**src/rtl/aes_key_reverser.sv**
```systemverilog
// aes_key_reverser: AES-256 inverse key schedule, emits round keys 14 down to 0 from the RK13/RK14 window.
// Words and bytes are little-endian: word 0 at [31:0], byte 0 of each word at [7:0].
module aes_sbox (
    input  logic [7:0] in_i,
    output logic [7:0] out_o
);
    function automatic logic [7:0] gmul(input logic [7:0] a, input logic [7:0] b);
        logic [7:0] p;
        logic [7:0] x;
        p = 8'h00;
        x = a;
        for (int i = 0; i < 8; i++) begin
            p = b[i] ? p ^ x : p;
            x = {x[6:0], 1'b0} ^ (x[7] ? 8'h1b : 8'h00);
        end
        return p;
    endfunction

    // Multiplicative inverse as a^254, then the affine transform.
    function automatic logic [7:0] sbox(input logic [7:0] a);
        logic [7:0] x2, x3, x12, x15, x240, v;
        x2 = gmul(a, a);
        x3 = gmul(x2, a);
        x12 = gmul(gmul(x3, x3), gmul(x3, x3));
        x15 = gmul(x12, x3);
        x240 = gmul(x15, x15);
        x240 = gmul(x240, x240);
        x240 = gmul(x240, x240);
        x240 = gmul(x240, x240);
        v = gmul(gmul(x240, x12), x2);
        return v ^ {v[6:0], v[7]} ^ {v[5:0], v[7:6]} ^ {v[4:0], v[7:5]} ^ {v[3:0], v[7:4]} ^ 8'h63;
    endfunction

    assign out_o = sbox(in_i);
endmodule

module aes_key_reverser (
    input  logic         clk_i,
    input  logic         rst_ni,
    input  logic         clear_i,
    input  logic         key_valid_i,
    output logic         key_ready_o,
    input  logic [255:0] final_key_i,
    output logic         round_key_valid_o,
    input  logic         round_key_ready_i,
    output logic [127:0] round_key_o,
    output logic [3:0]   round_index_o,
    output logic         last_o
);
    localparam int KEY_W = 256;
    localparam int BLK_W = 128;
    localparam int WORD_W = 32;

    typedef enum logic {IDLE, EMIT} state_t;

    state_t             state_q, state_d;
    logic [KEY_W-1:0]   win_q, win_d;
    logic [3:0]         idx_q, idx_d;
    logic [WORD_W-1:0]  w7, w8, w9, w10, w11, sb_in, sb_out, f_w;
    logic [7:0]         rc;
    logic               even;
    logic [BLK_W-1:0]   prev_rk;

    assign w7  = win_q[4*WORD_W-1:3*WORD_W];
    assign w8  = win_q[5*WORD_W-1:4*WORD_W];
    assign w9  = win_q[6*WORD_W-1:5*WORD_W];
    assign w10 = win_q[7*WORD_W-1:6*WORD_W];
    assign w11 = win_q[8*WORD_W-1:7*WORD_W];
    assign even = ~idx_q[0];
    assign sb_in = even ? {w7[7:0], w7[31:8]} : w7;
    assign rc = even ? 8'(8'h01 << (idx_q[3:1] - 3'd1)) : 8'h00;
    assign f_w = sb_out ^ {24'h0, rc};
    assign prev_rk = idx_q == 4'd1 ? '0 : {w11 ^ w10, w10 ^ w9, w9 ^ w8, w8 ^ f_w};

    for (genvar b = 0; b < 4; b++) begin : g_sbox
        aes_sbox u_sbox (.in_i(sb_in[8*b +: 8]), .out_o(sb_out[8*b +: 8]));
    end

    always_comb begin
        state_d = state_q;
        win_d = win_q;
        idx_d = idx_q;
        if (clear_i) begin
            state_d = IDLE;
        end else if (state_q == IDLE && key_valid_i) begin
            state_d = EMIT;
            win_d = final_key_i;
            idx_d = 4'd14;
        end else if (state_q == EMIT && round_key_ready_i) begin
            state_d = idx_q == 4'd0 ? IDLE : EMIT;
            win_d = idx_q == 4'd0 ? win_q : {win_q[BLK_W-1:0], prev_rk};
            idx_d = idx_q == 4'd0 ? idx_q : idx_q - 4'd1;
        end
    end

    always_ff @(posedge clk_i) begin
        if (!rst_ni) begin
            state_q <= IDLE;
            win_q <= '0;
            idx_q <= '0;
        end else begin
            state_q <= state_d;
            win_q <= win_d;
            idx_q <= idx_d;
        end
    end

    assign key_ready_o = state_q == IDLE;
    assign round_key_valid_o = state_q == EMIT;
    assign round_key_o = win_q[KEY_W-1:BLK_W];
    assign round_index_o = idx_q;
    assign last_o = state_q == EMIT && idx_q == 4'd0;
endmodule
```
**config.mk**
```make
export PLATFORM = sky130hd
export DESIGN_NAME = aes_key_reverser
export DESIGN_NICKNAME = d
export VERILOG_FILES = /design/src/rtl/aes_key_reverser.sv
export SDC_FILE = /design/constraint.sdc
export NUM_CORES = 2
export LEC_CHECK = 0
export CAP_MARGIN = 20
export CORE_MARGIN = 5
export CORE_UTILIZATION = 28
export DETAILED_ROUTE_END_ITERATION = 10
export GPL_TIMING_DRIVEN = 1
export PLACE_DENSITY_LB_ADDON = 0.08
export SLEW_MARGIN = 15
export SYNTH_ARGS = -nofsm -noshare
export SYNTH_HDL_FRONTEND = slang
export SYNTH_HIERARCHICAL = 1
export SYNTH_SLANG_ARGS = --single-unit
export TNS_END_PERCENT = 1
```
**constraint.sdc**
```tcl
create_clock -name clk_i -period 47.6 [get_ports clk_i]
set_clock_uncertainty 0.15 [all_clocks]
set_input_delay 4.76 -clock clk_i [delete_from_list [all_inputs] [get_ports clk_i]]
set_output_delay 4.76 -clock clk_i [all_outputs]
set_load 0.03 [all_outputs]
```
# Word-level counts from Yosys, hierarchy flattened
# Cells that the tools add are included.
totals:
  input_bits: 261
  output_inout_bits: 135
  wordCells: 1331
  register_bits: 261
classes:
  n_shift: 1
  n_reduce_logical: 7
  muxes: 672
  n_bitwise: 644
  eq_ne: 2
  n_addsub: 2
ops:
  columns: ["operator", "count"]
  rows:
  - ["$xor 8x8->8", 628]
  - ["$mux 8", 353]
  - ["$mux 5", 308]
  - ["$mux 256", 3]
  - ["$mux 128", 1]
  - ["$xor 32x32->32", 4]
  - ["$mux 32", 1]
  - ["$xor 32x8->32", 1]
  - ["$xor 8x5->8", 4]
  - ["$not 4->4", 4]
  - ["$mux 4", 3]
  - ["$shl 1x3->8 const A", 1]
  - ["$eq 4x1->1 const B", 1]
  - ["$logic_not 4->1", 1]
  - ["$sub 4x1->4 const B", 1]
  - ["$logic_and 1x1->1", 3]
  - ["$mux 1", 3]
  - ["$not 1->1", 3]
  - ["$reduce_and 3->1", 1]
  - ["$sub 3x1->3 const B", 1]
  - ["$ne 2x2->1 const B", 1]
  - ["$reduce_bool 2->1", 1]
  - ["$reduce_or 2->1", 1]

# Logic depth before layout (Yosys ltp)
depth:
  ltp_word: 188
  ltp_mapped: 84
  mapped_depth_nobuf: 71

# Cells and area by module
# Netlist, hierarchy kept.
modules_own_cells:
  columns: ["module", "n_inst", "seq_area_each_um2", "area_per_inst_um2", "cells_each"]
  rows:
  - ["aes_sbox at g_sbox[1].u_sbox ...", 3, 0.0, 12275.5, 1496]
  - ["aes_key_reverser", 1, 5225.0, 15163.3, 1777]
  - ["aes_sbox at g_sbox[0].u_sbox", 1, 0.0, 11768.8, 1459]

# Worst setup path after synthesis
# OpenSTA, ideal clock, no wires.
synth_timing:
  path_kind: "register to register"
  from: "register idx_q[0], in the netlist round_index_o[0]"
  to: "register win_q[3]"
  path_slack_ps: 27243
  synth_period_minus_slack_ps: 20357
  stages_incl_launch_ff: 79
  t_arrival_ps: 20087
  required_time_ps: 47330
  n_path_buf: 12
  setup_ps: 120
  path_cell_list: "dfxtp_1 > clkbuf_1 > buf_1 > mux2_2 > ha_1 > buf_4 > xor3_1 > nand2_2 > xnor2_4 > xnor3_1 > xnor3_1 > mux2i_1 > o21ai_1 > xnor3_1 > inv_2 > clkbuf_1 > clkbuf_1 > ha_1 > [... 43 more ...] > o21a_1 > or2_1 > xnor3_2 > xnor2_4 > mux2_1 > o22ai_1 > xnor3_1 > buf_2 > xnor2_1 > a21oi_1 > a32oi_1 > xnor3_1 > xnor3_2 > xnor3_1 > xor2_1 > xnor2_1 > nor2_1 > o31a_1"
synth_via:
  elab_chain_len: 180
  word_cells_on_any_way: 335
  cone_classes: "eq/ne: 2; mux: 171; bitwise: 160; reduce/logical: 2"
synth_rtl:
  columns: ["item", "line", "rtl"]
  rows:
  - ["from (decl)", "58", "logic [3:0] idx_q, idx_d;"]
  - ["from (signal assigned)", "104", "idx_q <= idx_d;"]
  - ["$mux 32 *", "70", "assign sb_in = even ? {w7[7:0], w7[31:8]} : w7;"]
  - ["named net sb_in[7]", "59", "logic [WORD_W-1:0] w7, w8, w9, w10, w11, sb_in, sb_out, f_w;"]
  - ["$mux 5 or $mux 8 (tied branches)", "14, 13", null]
  - ["$xor 8x8->8 (on tied branches)", "14, 13", null]
  - ["$xor 8x8->8 or $mux 8 (tied branches)", "13", "p = b[i] ? p ^ x : p;"]
  - ["$mux 8 or $xor 8x8->8 (tied branches)", "13", null]
  - ["$xor 8x8->8 or $mux 8 (tied branches)", "13", null]
  - ["$mux 8 or $xor 8x8->8 (tied branches)", "13", null]
  - ["[... 166 more ...]", null, null]
  - ["$xor 8x8->8 *", "31", "return v ^ {v[6:0], v[7]} ^ {v[5:0], v[7:6]} ^ {v[4:0], v[7:5]} ^ {v[3:0], v[7:4]} ^ 8'h63;"]
  - ["named net sb_out[3]", "59", null]
  - ["$xor 32x8->32 *", "72", "assign f_w = sb_out ^ {24'h0, rc};"]
  - ["$xor 32x32->32 *", "73", "assign prev_rk = idx_q == 4'd1 ? '0 : {w11 ^ w10, w10 ^ w9, w9 ^ w8, w8 ^ f_w};"]
  - ["$mux 128 *", "73", null]
  - ["$mux 256 *", "91", "win_d = idx_q == 4'd0 ? win_q : {win_q[BLK_W-1:0], prev_rk};"]
  - ["$mux 256 *", "89", "end else if (state_q == EMIT && round_key_ready_i) begin"]
  - ["$mux 256 *", "85", "end else if (state_q == IDLE && key_valid_i) begin"]
  - ["to (signal assigned)", "103", "win_q <= win_d;"]
  - ["to (decl)", "57", "logic [KEY_W-1:0] win_q, win_d;"]
# Mark *: on every way through the listed nets, which the timed path passes. The rest lies on a longest branch. The select of a mux whose other input is x is not followed.
# A chain may end at the register's enable or synchronous reset.

# Final worst setup path
layout_timing:
  from: "register idx_q[0], in the netlist round_index_o[0]"
  to: "register win_q[15]"
layout_via:
  elab_chain_len: 180
  word_cells_on_any_way: 334
  cone_classes: "eq/ne: 2; mux: 170; bitwise: 160; reduce/logical: 2"
layout_rtl:
  columns: ["item", "line"]
  rows:
  - ["$mux 32 *", "70"]
  - ["named net sb_in[15]", "59"]
  - ["$mux 5 or $mux 8 (tied branches)", "14, 13"]
  - ["$xor 8x8->8 (on tied branches)", "14, 13"]
  - ["$xor 8x8->8 or $mux 8 (tied branches)", "13"]
  - ["$mux 8 or $xor 8x8->8 (tied branches)", "13"]
  - ["$xor 8x8->8 or $mux 8 (tied branches)", "13"]
  - ["$mux 8 or $xor 8x8->8 (tied branches)", "13"]
  - ["[... 166 more ...]", null]
  - ["$xor 8x8->8 *", "31"]
  - ["$xor 32x8->32 *", "72"]
  - ["named net f_w[15]", "59"]
  - ["$xor 32x32->32 *", "73"]
  - ["$mux 128 *", "73"]
  - ["$mux 256 *", "91"]
  - ["$mux 256 *", "89"]
  - ["$mux 256 *", "85"]
# Marked as above.

==> flow_metrics.env <==
export IMPL_syn_to_final_growth_pct=10.2
export IMPL_synthFlopType="dfxtp_1"
export IMPL_synth_most_common_cell="xnor2_1"
export IMPL_antenna_found_initial=45
export IMPL_die_area_um2=237000
export IMPL_start_util=0.281
export IMPL_wl_per_cell_um=22.4
export IMPL_syn_area_um2=63800
export IMPL_drt_iter0_markers=3703
export IMPL_reg2reg_slack_ns=22.50
export IMPL_maxCapViolCount=0
export IMPL_core_region_area_um2=227000
export IMPL_place_gp_congestion=0.824
export IMPL_clockBufferDepth=3
export IMPL_grt_setup_unrepaired="no"
export IMPL_critPathLaunchType="flop"
export IMPL_finalHoldViolCount=0
export IMPL_rr_startpoint="round_index_o[0]"
export IMPL_cts_buffers=31
export IMPL_synth_area_leader_cell="xnor2_1"
export IMPL_first_pass_iters=8
export IMPL_synth_cell_type_count=124
export IMPL_clkLatencyLatePin_ns=0.66
export IMPL_worstSetupEndpointType="flop"
export IMPL_groute_usage_overall=0.195
export IMPL_die_x_um=487
export IMPL_crit_slowest_cell="xnor3_1"
export IMPL_h_tree_depth=1
export IMPL_hp_start="win_q[94]"
export IMPL_slew_headroom=0.215
export IMPL_syn_area_per_cell_um2=8.25
export IMPL_die_h_um=487
export IMPL_cts_resized=0
export IMPL_n_fill_cell=24100
export IMPL_port_buffers=395
export IMPL_grt_pass1_vias=54000
export IMPL_r2r_end="win_q[15]"
export IMPL_yosysTopAreaCellShare=0.164
export IMPL_cpPeakStageDelay_ns=0.95
export IMPL_slew_violations=0
export IMPL_reg2reg_depth=67
export IMPL_nets=7957
export IMPL_io_pins=396
export IMPL_async_reset_ff_frac=0
export IMPL_final_seq_area_um2=5230
export IMPL_drt_total_wl_mm=240
export IMPL_worstPathRequired_ns=47.97
export IMPL_grtUsageMet1=0.265
export IMPL_grt_pass1_wl_mm=361
export IMPL_whs_endpoint="win_q[222]"
export IMPL_cts_root_buf="clkbuf_16"
export IMPL_std_cell_rows=175
export IMPL_setup_violations=0
export IMPL_synth_commonest_cells="xnor2_1, nor2_1, nand2_1"
export IMPL_cp_max_fo=45
export IMPL_synth_nets=8016
export IMPL_cts_sinks=261
export IMPL_met3_usage=0.0289
export IMPL_min_path_type="flop to flop"
export IMPL_grt_max_degree=193
export IMPL_synth_ff_latch_count=261
export IMPL_drc=0
export IMPL_period_needed_ns=25.10
export IMPL_busiest_layer="met2"
export IMPL_critical_path_class="flop to flop"
export IMPL_synth_edf_count=0
export IMPL_via_per_inst=5.11
export IMPL_worstMarginPinSlew_ns=1.15
export IMPL_grt_use_met2=0.330
export IMPL_path_clk_slew_ns=0.09
export IMPL_max_freq_mhz=39.8
export IMPL_ant_nets=0
export IMPL_post_dp_hpwl_mm=181
export IMPL_vias=54700
export IMPL_status="complete, no violations"
export IMPL_crit_arrival_ns=25.46
export IMPL_drive_above_1_share=0.108
export IMPL_synthTopCellsByArea="xnor2_1, xnor3_1, dfxtp_1, nor2_1, nand2_1"
export IMPL_syn_instance_count=7724
export IMPL_hold_depth=2
export IMPL_setup_tns_ns=0
export IMPL_multiInputGateArea_um2=54600
export IMPL_yosysWarnings=6
export IMPL_holdBufCountCts=0
export IMPL_seq_area_frac_synth=0.0819
export IMPL_cts_setup_buffers=0
export IMPL_grt_overflow_total=0
export IMPL_tritoncts="done"
export IMPL_period_share=0.527
export IMPL_worst_path_most_repeated_cell="xnor2_1"
-- worst max-delay path by stage --
stage,start,to,slack [ns],depth (start not counted)
6_report,round_index_o[0],win_q[15],22.50,67
5_1_grt,round_index_o[0],win_q[13],20.83,67
4_1_cts,round_index_o[0],win_q[15],21.60,67
3_5_place_dp,round_index_o[0],win_q[15],21.79,67
3_3_place_gp,round_index_o[0],win_q[15],21.87,66
2_1_floorplan,round_index_o[0],win_q[3],27.24,78
-- per-layer routing --
metal	part of all wire	wire length [µm]	vias to the layer above
met5	0.0015	368	-
met2	0.47	113000	1135
met1	0.46	111000	26700
li1	-	-	26600
met3	0.048	11500	174
met4	0.018	4220	52
-- cell type report --
| type | instances | share of cell area |
|---|---|---|
| Antenna cell | 14 | 0.000498 |
| Inverter | 118 | 0.00644 |
| Multi-Input combinational cell | 6686 | 0.777 |
| Timing Repair Buffer | 567 | 0.0751 |
| Tap cell | 3009 | 0.0536 |
| Sequential cell | 261 | 0.0744 |
| Clock inverter | 7 | 0.000872 |
| Clock buffer | 45 | 0.0126 |
-- sequential cells by signal, summed over array words and instances (netlist names) --
name	flops
round_index_o	4
win_q	256
round_key_valid_o	1
-- cell families (layout without fill, tap and decap cells) --
logic type | count (synthesis) | in the layout | synth area share
DFF | 261 | 261 | 0.0819
muxes | 247 | 247 | 0.0408
other | 0 | 14 | 0
adders and majority gates | 31 | 31 | 0.00608
buffers and inverters | 777 | 737 | 0.0636
AOI/OAI and AO/OA | 1337 | 1337 | 0.171
xor gates and xnor gates | 2144 | 2144 | 0.424
and+or+nand+nor | 2927 | 2927 | 0.213
-- critical path: cells and delay by family, from the launching register on --
family	cells	cell delay, ns
fa+ha+maj	6	2.80
compound gates	5	0.93
simple gates	7	1.37
flops	1	0.32
mux	5	2.38
xor+xnor	38	15.10
buf+inv	6	1.77
-- through the flow --
stage / setup WS [ns] / utilization / hold WS (ns) / cells / area, µm²
after floorplan: 27.24 / - / 0.300 / 7724 / 63800
after global placement: 21.87 / 0.305 / 0.315 / 10600 / 69200
after detailed placement: 21.79 / 0.305 / 0.318 / 10600 / 69300
after CTS: 21.60 / 0.309 / 0.326 / 10700 / 70200
after global routing: 20.83 / 0.309 / 0.339 / 10700 / 70300
final: 22.50 / 0.310 / 0.324 / 10700 / 70300
-- placed cells by master (no fill, tap or decap), drive strengths merged, types with 31 or more instances in the layout --
cell type      instances
and3                 183
a221oi                35
a211oi                51
xor3                  47
nand3                150
nor2                1038
dfxtp                261
xor2                 365
nor3                 140
nor2b                175
nand4                 31
or2                   31
a21oi                229
mux2                  72
nand2                875
a311oi               137
mux2i                172
a31oi                 45
nor4                  53
nor3b                 37
o221ai                33
o211ai                54
clkbuf                45
clkdlybuf4s50        394
o31a                 133
xnor3                372
ha                    31
nand2b                51
o22ai                 67
a22oi                 44
xnor2               1360
inv                  116
o21ai                197
buf                  173
and2                  60
Power is not shown: default switching activity piles up to over one toggle a cycle in this logic, so the estimate is an artifact.
